--- src/rtl/wb_rr_arbiter.sv ---
// Round-robin Wishbone B3 arbiter: one owner per whole cyc, with a per-transfer ack/err watchdog.
// Latency: grant 1 cycle after a cyc request in IDLE; the request/return paths are combinational while owned.
// Backpressure: the slave stalls the owner by withholding ack; the watchdog aborts with err after TIMEOUT wait cycles.
module wb_rr_arbiter #(
  parameter int MASTERS = 2,
  parameter int DW      = 32,
  parameter int AW      = 32,
  parameter int TIMEOUT = 255
) (
  input  logic                     wb_clk_i,
  input  logic                     wb_rst_i,
  input  logic [MASTERS*AW-1:0]    m_adr_i,
  input  logic [MASTERS*DW-1:0]    m_dat_i,
  input  logic [MASTERS*(DW/8)-1:0] m_sel_i,
  input  logic [MASTERS-1:0]       m_cyc_i,
  input  logic [MASTERS-1:0]       m_stb_i,
  input  logic [MASTERS-1:0]       m_we_i,
  output logic [DW-1:0]            m_dat_o,
  output logic [MASTERS-1:0]       m_ack_o,
  output logic [MASTERS-1:0]       m_err_o,
  output logic [AW-1:0]            s_adr_o,
  output logic [DW-1:0]            s_dat_o,
  output logic [DW/8-1:0]          s_sel_o,
  output logic                     s_cyc_o,
  output logic                     s_stb_o,
  output logic                     s_we_o,
  input  logic [DW-1:0]            s_dat_i,
  input  logic                     s_ack_i,
  input  logic                     s_err_i,
  output logic [MASTERS-1:0]       grant_o,
  output logic                     timeout_o
);

  localparam int PW  = (MASTERS > 1) ? $clog2(MASTERS) : 1;
  localparam int WDW = $clog2(TIMEOUT + 1);
  localparam int SW  = DW / 8;
  localparam logic [PW-1:0]  LAST_RST = PW'(MASTERS - 1);
  localparam logic [WDW-1:0] WD_LIMIT = WDW'(TIMEOUT);

  typedef enum logic {ST_IDLE, ST_OWN} state_t;

  state_t         state_q, state_d;
  // last_q doubles as the owner index while in ST_OWN
  logic [PW-1:0]  last_q, last_d;
  logic [WDW-1:0] wd_q, wd_d;

  logic           own;
  logic           own_cyc, own_stb, own_we;
  logic [AW-1:0]  own_adr;
  logic [DW-1:0]  own_dat;
  logic [SW-1:0]  own_sel;
  logic [PW-1:0]  pick;
  logic           any_req;
  logic           abort;

  assign own     = (state_q == ST_OWN);
  assign any_req = |m_cyc_i;

  // Select the owner's request signals out of the packed master buses
  always_comb begin
    own_cyc = 1'b0;
    own_stb = 1'b0;
    own_we  = 1'b0;
    own_adr = '0;
    own_dat = '0;
    own_sel = '0;
    for (int k = 0; k < MASTERS; k++) begin
      if (last_q == PW'(k)) begin
        own_cyc = m_cyc_i[k];
        own_stb = m_stb_i[k];
        own_we  = m_we_i[k];
        own_adr = m_adr_i[k*AW +: AW];
        own_dat = m_dat_i[k*DW +: DW];
        own_sel = m_sel_i[k*SW +: SW];
      end
    end
  end

  // Round-robin pick: first requester scanning upward from last_q+1, wrapping
  always_comb begin
    logic found;
    int   idx;
    found = 1'b0;
    idx   = 0;
    pick  = last_q;
    for (int i = 1; i <= MASTERS; i++) begin
      idx = (int'(last_q) + i) % MASTERS;
      if (!found && m_cyc_i[PW'(idx)]) begin
        found = 1'b1;
        pick  = PW'(idx);
      end
    end
  end

  // Abort ignores ack/err of its own cycle: the slave already sees stb low, so any
  // ack there is late, and this keeps s_stb_o free of a combinational ack loop.
  assign abort = own && own_stb && (wd_q == WD_LIMIT);

  // State register, owner pointer and watchdog
  always_ff @(posedge wb_clk_i) begin
    if (wb_rst_i) begin
      state_q <= ST_IDLE;
      last_q  <= LAST_RST;
      wd_q    <= '0;
    end else begin
      state_q <= state_d;
      last_q  <= last_d;
      wd_q    <= wd_d;
    end
  end

  // Next-state: grant on any request in IDLE, release when the owner drops cyc
  always_comb begin
    state_d = state_q;
    last_d  = last_q;
    case (state_q)
      ST_IDLE: begin
        if (any_req) begin
          state_d = ST_OWN;
          last_d  = pick;
        end
      end
      ST_OWN: begin
        if (!own_cyc) state_d = ST_IDLE;
      end
      default: state_d = ST_IDLE;
    endcase
  end

  // Watchdog: count wait cycles of a strobed transfer, saturating at TIMEOUT
  always_comb begin
    wd_d = wd_q;
    if (!own || !own_cyc || !own_stb || s_ack_i || s_err_i || abort) begin
      wd_d = '0;
    end else if (wd_q != WD_LIMIT) begin
      wd_d = wd_q + WDW'(1);
    end
  end

  // Outputs: slave-side mux and per-master returns, all gated by ownership
  always_comb begin
    grant_o   = '0;
    s_adr_o   = '0;
    s_dat_o   = '0;
    s_sel_o   = '0;
    s_we_o    = 1'b0;
    s_cyc_o   = 1'b0;
    s_stb_o   = 1'b0;
    m_ack_o   = '0;
    m_err_o   = '0;
    timeout_o = 1'b0;
    m_dat_o   = s_dat_i;
    if (own) begin
      grant_o = {{(MASTERS-1){1'b0}}, 1'b1} << last_q;
      s_adr_o = own_adr;
      s_dat_o = own_dat;
      s_sel_o = own_sel;
      s_we_o  = own_we;
      s_cyc_o = own_cyc && !abort;
      s_stb_o = own_stb && !abort;
      // A reset cycle delivers no ack/err; the grant drops on the following edge
      if (!wb_rst_i) begin
        m_ack_o   = grant_o & m_stb_i & {MASTERS{s_ack_i && !abort}};
        m_err_o   = grant_o & (({MASTERS{s_err_i}} & m_stb_i) | {MASTERS{abort}});
        timeout_o = abort;
      end
    end
  end

endmodule

--- config.mk ---
export PLATFORM = sky130hd
export DESIGN_NAME = wb_rr_arbiter
export DESIGN_NICKNAME = d
export VERILOG_FILES = /design/src/rtl/wb_rr_arbiter.sv
export SDC_FILE = /design/constraint.sdc
export NUM_CORES = 1
export LEC_CHECK = 0
export CAP_MARGIN = 5
export CORE_AREA = 2 2 113 115
export DETAILED_ROUTE_END_ITERATION = 10
export DIE_AREA = 0 0 115 117
export GPL_TIMING_DRIVEN = 0
export PLACE_DENSITY = 0.55
export SLEW_MARGIN = 20
export SYNTH_ARGS = -nofsm -noshare
export SYNTH_HDL_FRONTEND = slang
export SYNTH_SLANG_ARGS = --single-unit
--- constraint.sdc ---
create_clock -name wb_clk_i -period 2.3 [get_ports wb_clk_i]
set_input_delay 0.23 -clock wb_clk_i [delete_from_list [all_inputs] [get_ports wb_clk_i]]
set_output_delay 0.23 -clock wb_clk_i [all_outputs]
set_load 0.005 [all_outputs]
After elaboration in Yosys (flattened, before gate mapping)
Index checks and enable logic that the tools add are counted.

Add/subtract/negate cells: 3. Magnitude comparators: 2. Equal/unequal tests: 2. Shift operators: 1. Multiplexer cells: 29. Bitwise logic cells: 6. Reductions and logical operators: 20.

Operators with widths (count): $mux W32 (4); $mux W1 (17); $mux W2 (5); $add A8 B1 Y8 const B (1); $and A2 B2 Y2 (4); $eq A8 B8 Y1 const B (1); $mux W4 (2); $ne A8 B8 Y1 const B (1); $logic_and A1 B1 Y1 (6); $lt A1 B3 Y1 const B (2); $logic_not A1 Y1 (5); $logic_or A1 B1 Y1 (5); $reduce_or A2 Y1 (2); $reduce_and A3 Y1 (1); $add A1 B1 Y1 const B (2); $or A2 B2 Y2 (1); $pmux W1 S2 (1); $reduce_bool A2 Y1 (1); $shl A1 B1 Y2 const A (1); $not A1 Y1 (1).

Register bits: 10. Input bits: 178. Output and inout bits: 110. Word-level logic and storage cells: 66.

Logic depth before layout (Yosys ltp)
Gate-level depths: netlist (run 1).

Depth after elaboration: 9. Gate-level depth with buffers: 5. Gate-level depth less buffers: 4.

Worst setup path after synthesis (run 1)
No wires, ideal clock.

Kind: register -> output. From: register wd_q[0]. To: output port m_err_o[0]. Data arrival time: 1.227 ns. Required time: 2.070 ns. Path slack: 0.843 ns. Stages on the path, launching flop included: 5. Cells stage by stage: dfxtp_1 -> ha_1 -> and3_1 -> nand4_4 -> a2111oi_4.

Word-level cells in the longest chain between the ends: 6.

Ends and longest elaborated chain: start: declaration (line 45) `logic [WDW-1:0] wd_q, wd_d;`; start signal: assignment (line 108) `wd_q <= wd_d;`; $eq A8 B8 Y1 (line 97) `assign abort = own && own_stb && (wd_q == WD_LIMIT);`; $logic_and A1 B1 Y1 (line 97); $or A2 B2 Y2 (line 164) `m_err_o = grant_o & (({MASTERS{s_err_i}} & m_stb_i) | {MASTERS{abort}});`; $and A2 B2 Y2 (line 164); $mux W2 (line 162) `if (!wb_rst_i) begin`; $mux W2 (line 153) `if (own) begin`; end: declaration (line 20) `output logic [MASTERS-1:0] m_err_o,`.

No other way between the ends.

Final worst setup path (run 1)
From: register wd_q[0]. To: output port m_err_o[1].

Same word-level chain as after synthesis.

==> results of run 1 <==
[synth_stat cells]
library cell	count
a2111oi_4	1
a211oi_1	2
a21oi_1	3
and2_1	1
and3_1	4
and4_1	2
and4bb_1	2
buf_1	6
buf_2	3
buf_4	39
dfxtp_1	10
ha_1	1
inv_1	1
inv_2	1
mux2_2	2
mux2i_1	69
nand2_1	8
nand3_1	3
nand4_4	2
nor2_1	75
nor2b_1	1
nor3_1	3
nor3_2	1
nor3b_1	1
nor4_2	1
o21ai_0	2
o21bai_1	1
or3_1	2
xnor2_1	2
xor2_1	1
[final cells by class]
class,count,area [sq um],share of cell area
plain buffers,48,332.8,0.07071
repair buffers,255,2556,0.5431
well taps,150,187.7,0.03987
flip-flops and latches,10,201.4,0.04280
clock buffers,3,75.07,0.01595
inverters,2,7.507,0.001595
multi-input cells,190,1346,0.2860
[through the flow]
step,setup TNS (ns),cells
detailed placement,-0.01868,655
global placement,-0.02393,655
global route,-0.03090,658
floorplan,0,250
CTS,0,658
finish,0,658
[worst min path at each step]
| stage | from | to | slack (ns) |
|---|---|---|---|
| 2_1_floorplan | wb_rst_i | own | 0.31 |
| 3_3_place_gp | wd_q[0] | wd_q[0] | 0.46 |
| 3_5_place_dp | wd_q[6] | wd_q[6] | 0.48 |
| 4_1_cts | wd_q[6] | wd_q[6] | 0.48 |
| 5_1_grt | wd_q[0] | wd_q[0] | 0.51 |
| 6_report | wd_q[0] | wd_q[0] | 0.49 |
[timing repair]
item                                    CTS  global route
gates resized for setup                   1             7
endpoints found under the hold margin     0             0
endpoints found under the setup margin    1            15
hold buffers                              0             0
[registers in the layout, indices dropped and copies added (netlist names)]
register / flops
own: 1
last_q: 1
wd_q: 8
[layer usage]
layer,global-route usage,up-vias
li1,-,1340
met1,0.1378,1191
met2,0.2369,141
met3,0.03759,3
met4,0.009639,0
met5,0,-
[power by group]
group	internal (mW)	total, mW	switching [mW]
clock network	0.226	0.307	0.0812
logic	0.561	0.829	0.267
registers	0.178	0.183	0.00558
[worst max-delay path: cells and delay by family (launching register included)]
| kind | cells | cell delay (ns) |
|---|---|---|
| flops | 1 | 0.36 |
| buf+inv | 1 | 0.56 |
| compound gates | 1 | 0.22 |
| fa+ha+maj | 1 | 0.24 |
| simple gates | 2 | 0.37 |
[kinds of logic after synthesis]
| family | after synthesis | synth area share |
|---|---|---|
| buffers and inverters | 50 | 0.1805 |
| AND/OR/NAND/NOR | 106 | 0.2707 |
| multiplexers | 71 | 0.3810 |
| adder cells (fa/ha/maj) | 1 | 0.006683 |
| XOR/XNOR | 3 | 0.01404 |
| flip-flops | 10 | 0.1070 |
| AO/OA/AOI/OAI | 9 | 0.04011 |
[layout by cell type, fill, tap and decap left out, types with 6 or more instances in the layout]
cell             count
clkdlybuf4s50_1    252
mux2i_1             69
buf_4               39
nor2_1              75
dfxtp_1              9
buf_1                6
nand2_1              8
==> run summary, run 1 <==
- complete, no violations — outcome
- 151.5% — Area growth syn-to-layout
- 0.002577 ns — Clock Skews
- -0.01868 ns — post-placement worst setup slack
- wd_q[0] — Critical R2R Launch
- 0 — Final Hold Fails
- 12310 sq um — core region area
- 9364 um — aggregate routed wire length
- 250 — synthesized netlist cell count
- 52 — number of DRC markers after the initial detailed-route iteration
- 0 — Final setup violation count
- 0.9632 — crit share post-route
- 288 — boundary pin count
- 1 — maximum level of the CTS H-tree
- 4 — first-pass iteration count of the detailed router
- 0.1122 — share of cells above drive strength 1
- 0.24 ns — clk_lat worst skew
- 7941 um — post-detailed-placement half-perimeter wirelength
- 0.08470 ns — final worst setup slack
- mux2i_1 (37%), buf_4 (16%), nor2_1 (15%) — cells taking the most area after synthesis
- 1 — WHS Path Cells
- 4946 um — met2 wirelength from detailed routing
- 0.4866 ns — smallest hold slack
- ha_2 > and3_4 > nand4_4 > a211oi_2 > clkdlybuf4s50_1 — cell chain of the critical path
- 2675 — routed vias
- 0 — max-cap violation count
- 429 — synthesized net count
- reg -> out — critical path class
- 689 — total number of nets in the final design
- clkdlybuf4s50_1 — cell with the biggest individual delay on the critical path
- 0.0003446 V — worst-case vdd ir drop
- 255 — Port Buffer Count
- 13100 um — global-route wire length before repair
- 41 — row count
- 11 — maximum number of pins on one net before global-route repair
- flip-flop — sort of element at the start of the critical path
- 4612 sq um — dpl cell area
- 2519 — vias in the first global route
- 115 um — horizontal die dimension
- 0 — overflow left after global routing
- 3470 um — M1 wire length
- met4 — top layer in use
- clkbuf_16 — clock root cell
- 10 — clock sink count
- 5 — Reg2Reg Depth
- 0.7546 — final RePlAce weighted congestion
- 1872 sq um — post-synthesis instance area
- 1266 — Filler Cells Inserted
- 931 um — WL met3
- yes — clock tree from TritonCTS
- 0.4620 ns — Worst-Margin Slew
- 280.1 nW/um^2 — power density over the cells
- 4707 sq um — summed area of non-filler cells in the final layout
- 10 — synthesis-stage register bit count
- 0.91 ns — internal reg-to-reg setup slack
- 0 — synth warn
- wd_q[0] — crit path from
- 0.1520 — Starting Density
- 1.99 ns — Arr. time, crit path
- 6 — CP Max Fanout
- 2.174 nW — leakage
- 1.318 mW — total power draw
- 117 um — y dimension of the die
- 0 — DRC violations left
- 7.487 sq um — mean area per synthesized cell
- mux2i_1 — leading area contributor after synthesis
- wd_q[7] — destination of the worst register-to-register timing path
- 2.215 ns — post-route minimum period
- 0 — number of antenna violations at the first check in global routing
- 3 — number of buffers created by CTS
- 0.1070 — sequential area share after synthesis
- 0 — Pins Over Slew Limit
- 0 — Antenna Violating Nets Remaining
- 13460 sq um — full die area
- 30 — Cell variety after synth
- 2.07 ns — WP data required
- m_err_o[1] — worst setup path end
- 0.56 ns — Crit path largest cell delay
- 0.04 ns — clock transition at the registers of the reported paths
- 0.3690 — area fraction of the dominant cell type after synthesis
- 0.1228 — total track usage
- 0.4514 GHz — Fmax achieved
- 2 — maximum clock path buffer count
- reg -> reg — Hold Path Class
- 0 — buffer count from post-CTS setup fixing
- 0 — diode insertion count for antenna repair
- 14.23 um — Routed WL per cell
- 4.065 — routed via count divided by cell count
- 0.6920 — Slew HR
- output pin — Critical Path End Type
- 0.3823 — Util after Layout
No activity file was read; power rests on OpenSTA's default activity.
==> run 2, diff against run 1 <==
--- a/config.mk
+++ b/config.mk
@@ -9,8 +9,8 @@
 export CORE_AREA = 2 2 113 115
 export DETAILED_ROUTE_END_ITERATION = 10
 export DIE_AREA = 0 0 115 117
-export GPL_TIMING_DRIVEN = 0
 export PLACE_DENSITY = 0.55
+export SETUP_SLACK_MARGIN = 0.02
 export SLEW_MARGIN = 20
 export SYNTH_ARGS = -nofsm -noshare
 export SYNTH_HDL_FRONTEND = slang
==> run 2 against run 1 <==
Largest cell class unchanged. Critical path type unchanged. Sequential power hardly changed. Power is 6.1% lower. Die area stayed put. Critical path depth is 1 lower. Register-to-register slack better by 0.07 ns. Flip-flop and latch count stayed put. Non-clock buffer count is 75 lower. Via count is 11% lower. Design area is 12% lower. Combinational power is 14% lower. Critical endpoint is now m_ack_o[0]. Worst hold slack worse by 0.027 ns.
==> run summary, run 2 (synthesis results as in run 1) <==
- 0.7421 — final RePlAce weighted congestion
- 0 — Antenna Violating Nets Remaining
- 614 — total number of nets in the final design
- 6867 um — post-detailed-placement half-perimeter wirelength
- output pin — Critical Path End Type
- 0 — number of antenna violations at the first check in global routing
- 8182 um — aggregate routed wire length
- 0.05069 — share of cells above drive strength 1
- 0.4508 GHz — Fmax achieved
- 1.238 mW — total power draw
- 120.5% — Area growth syn-to-layout
- 203.9 sq um — sequential standard cell area
- clkbuf_16 — clock root cell
- 14.01 um — Routed WL per cell
- 10 — clock sink count
- 0 — DRC violations left
- 223 — Port Buffer Count
- 46 — number of DRC markers after the initial detailed-route iteration
- 0 ns — setup TNS after final layout
- 8 — number of flip-flops under the largest register name
- 580 — DP Cell Count
- 0 — overflow left after global routing
- 13460 sq um — full die area
- 2.218 ns — post-route minimum period
- 4 — first-pass iteration count of the detailed router
- wd_q — register bank with the most flops
- 0 — Pins Over Slew Limit
- in -> out — Hold Path Class
- 0.24 ns — clk_lat worst skew
- 0 — diode insertion count for antenna repair
- 0.1520 — Starting Density
- 1356 sq um — area taken by multi-input logic gates
- 0 — Final setup violation count
- 0.9644 — crit share post-route
- 0 — Final Hold Fails
- 0.0002943 V — worst-case vdd ir drop
- 0.04 ns — clock transition at the registers of the reported paths
- 41 — row count
- 0.4632 ns — Worst-Margin Slew
- complete, no violations — outcome
- 3 — number of buffers created by CTS
- 299.9 nW/um^2 — power density over the cells
- reg -> out — critical path class
- 0.6912 — Slew HR
- 4.082 — routed via count divided by cell count
- 115 um — horizontal die dimension
- 288 — boundary pin count
- 1317 — Filler Cells Inserted
- 2274 — vias in the first global route
- 44 — maximum number of pins on one net before global-route repair
- clkdlybuf4s50_1 — most common library cell in the layout ignoring fill and taps
- flip-flop — sort of element at the start of the critical path
- clkdlybuf4s50_1 (221), nor2_1 (75), mux2i_1 (69) — top library cells by usage in the layout, fill and taps aside
- 2 — maximum clock path buffer count
- 584 — number of cells in the finished layout apart from fillers
- 0.1054 — total track usage
- 1.858 nW — leakage
- 2.07 ns — WP data required
- 11360 um — global-route wire length before repair
- 117 um — y dimension of the die
- 0.0009814 ns — Clock Skews
- 0 — max-cap violation count
- 7 — CP Max Fanout
- false — RSZ-0062 raised after global routing
- 12310 sq um — core region area
- 1.99 ns — Arr. time, crit path
- 0 — quantity of hold-fixing buffers added after cts
- yes — clock tree from TritonCTS
- 1 — maximum level of the CTS H-tree
- 2384 — routed vias
run 2: path summary, 6_finish.rpt:
kind                    start     endpoint  cells after the start  slack [ns]
setup / recovery       last_q   m_ack_o[0]                      4        0.08
hold reg to reg       wd_q[6]      wd_q[6]                      2        0.48
setup reg to reg      wd_q[0]      wd_q[7]                      4        0.98
hold / removal    s_dat_i[10]  m_dat_o[10]                      0        0.46
run 2: worst max-delay path, stage by stage (launching register included):
cell and delay, ns:
dfxtp_4 0.40, mux2_2 0.38, nand4_4 0.14, and4bb_2 0.30, clkdlybuf4s50_1 0.52
run 2: through the flow:
| stage | setup WS (ns) | hold slack, ns | instance area (sq um) | utilization |
|---|---|---|---|---|
| final | 0.08190 | 0.4600 | 4128 | 0.3353 |
| after global routing | 0.03180 | 0.4600 | 4128 | 0.3353 |
| after CTS | 0.02740 | 0.4600 | 4105 | 0.3334 |
| after detailed placement | 0.04986 | 0.4600 | 4015 | 0.3261 |
| after global placement | 0.05858 | 0.4560 | 4015 | 0.3261 |
| after floorplan | 0.8432 | 0.3093 | 1872 | - |
run 2: final cells by class:
| type | count | area share |
|---|---|---|
| flip-flops and latches | 10 | 0.04941 |
| repair buffers | 228 | 0.5532 |
| inverters | 2 | 0.001819 |
| multi-input cells | 190 | 0.3286 |
| well taps | 150 | 0.04547 |
| clock buffers | 4 | 0.02152 |
run 2: what timing repair did:
| action | in CTS | in global routing |
|---|---|---|
| endpoints found under the setup margin | 2 | 3 |
| setup buffers | 0 | 0 |
| pin swaps | 0 | 2 |
| gates resized for setup | 2 | 5 |
run 2: routing by layer:
metal  wire length [um]  global-route usage
met4                116             0.03052
met2               4191              0.1937
met5                  0                   0
met3                712             0.02472
met1               3162              0.1220
run 2: where the power goes:
part           internal (mW)  leakage, nW  switching, mW  total [mW]
registers              0.177       0.0811        0.00840       0.186
logic                  0.476         1.73          0.237       0.713
clock network          0.261       0.0442         0.0781       0.339
==> run 3, diff against run 2 <==
--- a/config.mk
+++ b/config.mk
@@ -15,3 +15,4 @@
 export SYNTH_ARGS = -nofsm -noshare
 export SYNTH_HDL_FRONTEND = slang
 export SYNTH_SLANG_ARGS = --single-unit
+export TNS_END_PERCENT = 5
==> run 3 against run 2 <==
Power about the same. Design area decreased by 0.36%. Global-route usage unchanged. Clock power about the same. Fmax increased by 0.27%. Register-to-register slack got worse by 0.05 ns. Via count decreased by 0.55%. Wire length decreased by 0.21%. Clock-buffer cell count unchanged. Die area unchanged. Largest cell class unchanged.
==> run summary, run 3 (synthesis results as in run 1) <==
- 1 — maximum level of the CTS H-tree
- 4015 sq um — dpl cell area
- 11360 um — global-route wire length before repair
- output pin — Critical Path End Type
- complete, no violations — outcome
- 3159 um — M1 wire length
- 0.7421 — final RePlAce weighted congestion
- 0 — DRC violations left
- 1.238 mW — total power draw
- 323.6 uW — switching power of the nets
- 4113 sq um — summed area of non-filler cells in the final layout
- 0.04608 — share of cells above drive strength 1
- 0.2615 — Sw Ratio
- 0.4521 GHz — Fmax achieved
- 1319 — Filler Cells Inserted
- 7 — CP Max Fanout
- last_q — crit path from
- wd_q[0] — Critical R2R Launch
- clkdlybuf4s50_1 — most common library cell in the layout ignoring fill and taps
- 614 — total number of nets in the final design
- 41 — row count
- 0 — quantity of hold-fixing buffers added after cts
- 3 — number of buffers created by CTS
- 0.04 ns — clock transition at the registers of the reported paths
- 203.9 sq um — sequential standard cell area
- 914.0 uW — internal power
- 0 — Pins Over Slew Limit
- reg -> out — critical path class
- 2274 — vias in the first global route
- 0 — Antenna Violating Nets Remaining
- 2 — maximum clock path buffer count
- 0.576 — Comb pwr share
- 288 — boundary pin count
- 0.4652 ns — Worst-Margin Slew
- 0 — Final Hold Fails
- in -> out — Hold Path Class
- yes — clock tree from TritonCTS
- 13460 sq um — full die area
- 2 — # resized after CTS
- 0 — number of antenna violations at the first check in global routing
- 0 ns — setup TNS after final layout
- 0.9618 — crit share post-route
- 10 — clock sink count
- 0 — overflow left after global routing
- 2.212 ns — post-route minimum period
- 223 — Port Buffer Count
- 0 — diode insertion count for antenna repair
- true — RSZ-0062 raised after global routing
- clkbuf_16 — clock root cell
- clkdlybuf4s50_1 (221), nor2_1 (75), mux2i_1 (69) — top library cells by usage in the layout, fill and taps aside
- 0.150 — sequential share of power
- flip-flop — sort of element at the start of the critical path
- 115 um — horizontal die dimension
- s_dat_i[10] — worst min-delay path startpoint
- 4 — first-pass iteration count of the detailed router
- 705 um — WL met3
- 0.1054 — total track usage
- 2.07 ns — WP data required
- 13.98 um — Routed WL per cell
- 1.863 nW — leakage
- met4 — top layer in use
- 0.1520 — Starting Density
- 0 — Final setup violation count
- 119.7% — Area growth syn-to-layout
- 8 — number of flip-flops under the largest register name
- 0 — max-cap violation count
- 1341 sq um — area taken by multi-input logic gates
- 8165 um — aggregate routed wire length
- wd_q — register bank with the most flops
- 0.6899 — Slew HR
- 46 — number of DRC markers after the initial detailed-route iteration
- 6867 um — post-detailed-placement half-perimeter wirelength
- 300.9 nW/um^2 — power density over the cells
- 44 — maximum number of pins on one net before global-route repair
- 4183 um — met2 wirelength from detailed routing
- 12310 sq um — core region area
- 0.0002954 V — worst-case vdd ir drop
- 0.001529 ns — Clock Skews
- 1.98 ns — Arr. time, crit path
- 0.24 ns — clk_lat worst skew
- 0.274 — clock network power share
- 4.060 — routed via count divided by cell count
- 117 um — y dimension of the die
- 2371 — routed vias
- 0 — buffer count from post-CTS setup fixing
[run 3: critical path, cell delays in order (launching register included)]
cell	delay [ns]
dfxtp_4	0.40
mux2_2	0.38
nand4_4	0.14
and4bb_1	0.29
clkdlybuf4s50_1	0.53
[run 3: metal layers]
layer,GRT usage,vias up
met1,0.1220,1053
met2,0.1937,111
met3,0.02472,13
met4,0.03052,0
li1,-,1194
met5,0,-
[run 3: path summary, 6_finish.rpt]
check                end  slack (ns)  depth (start not counted)
max           m_ack_o[0]        0.09                          4
min          m_dat_o[10]        0.46                          0
max reg2reg      wd_q[7]        0.93                          4
min reg2reg      wd_q[0]        0.48                          1
[run 3: power groups by stage]
stage          registers (mW)  logic [mW]  clock network, mW
2_1_floorplan           0.185       0.298                  0
3_3_place_gp            0.189       0.716                  0
3_5_place_dp            0.189       0.722                  0
4_1_cts                 0.186       0.726              0.348
5_1_grt                 0.186       0.770              0.363
6_report                0.186       0.713              0.339
[run 3: metrics by stage]
step                  util  std cells  setup slack, ns  hold WS, ns
floorplan                -        250           0.8432       0.3093
global placement    0.3261        580          0.05858       0.4560
detailed placement  0.3261        580          0.04986       0.4600
CTS                 0.3334        584          0.02740       0.4600
global route        0.3340        584         0.006226       0.4600
finish              0.3340        584          0.08788       0.4600
[run 3: final cells by class]
class                   instances  share of cell area
well taps                     150             0.04563
repair buffers                228              0.5552
clock buffers                   4             0.02160
flip-flops and latches         10             0.04959
multi-input cells             190              0.3261
inverters                       2            0.001825
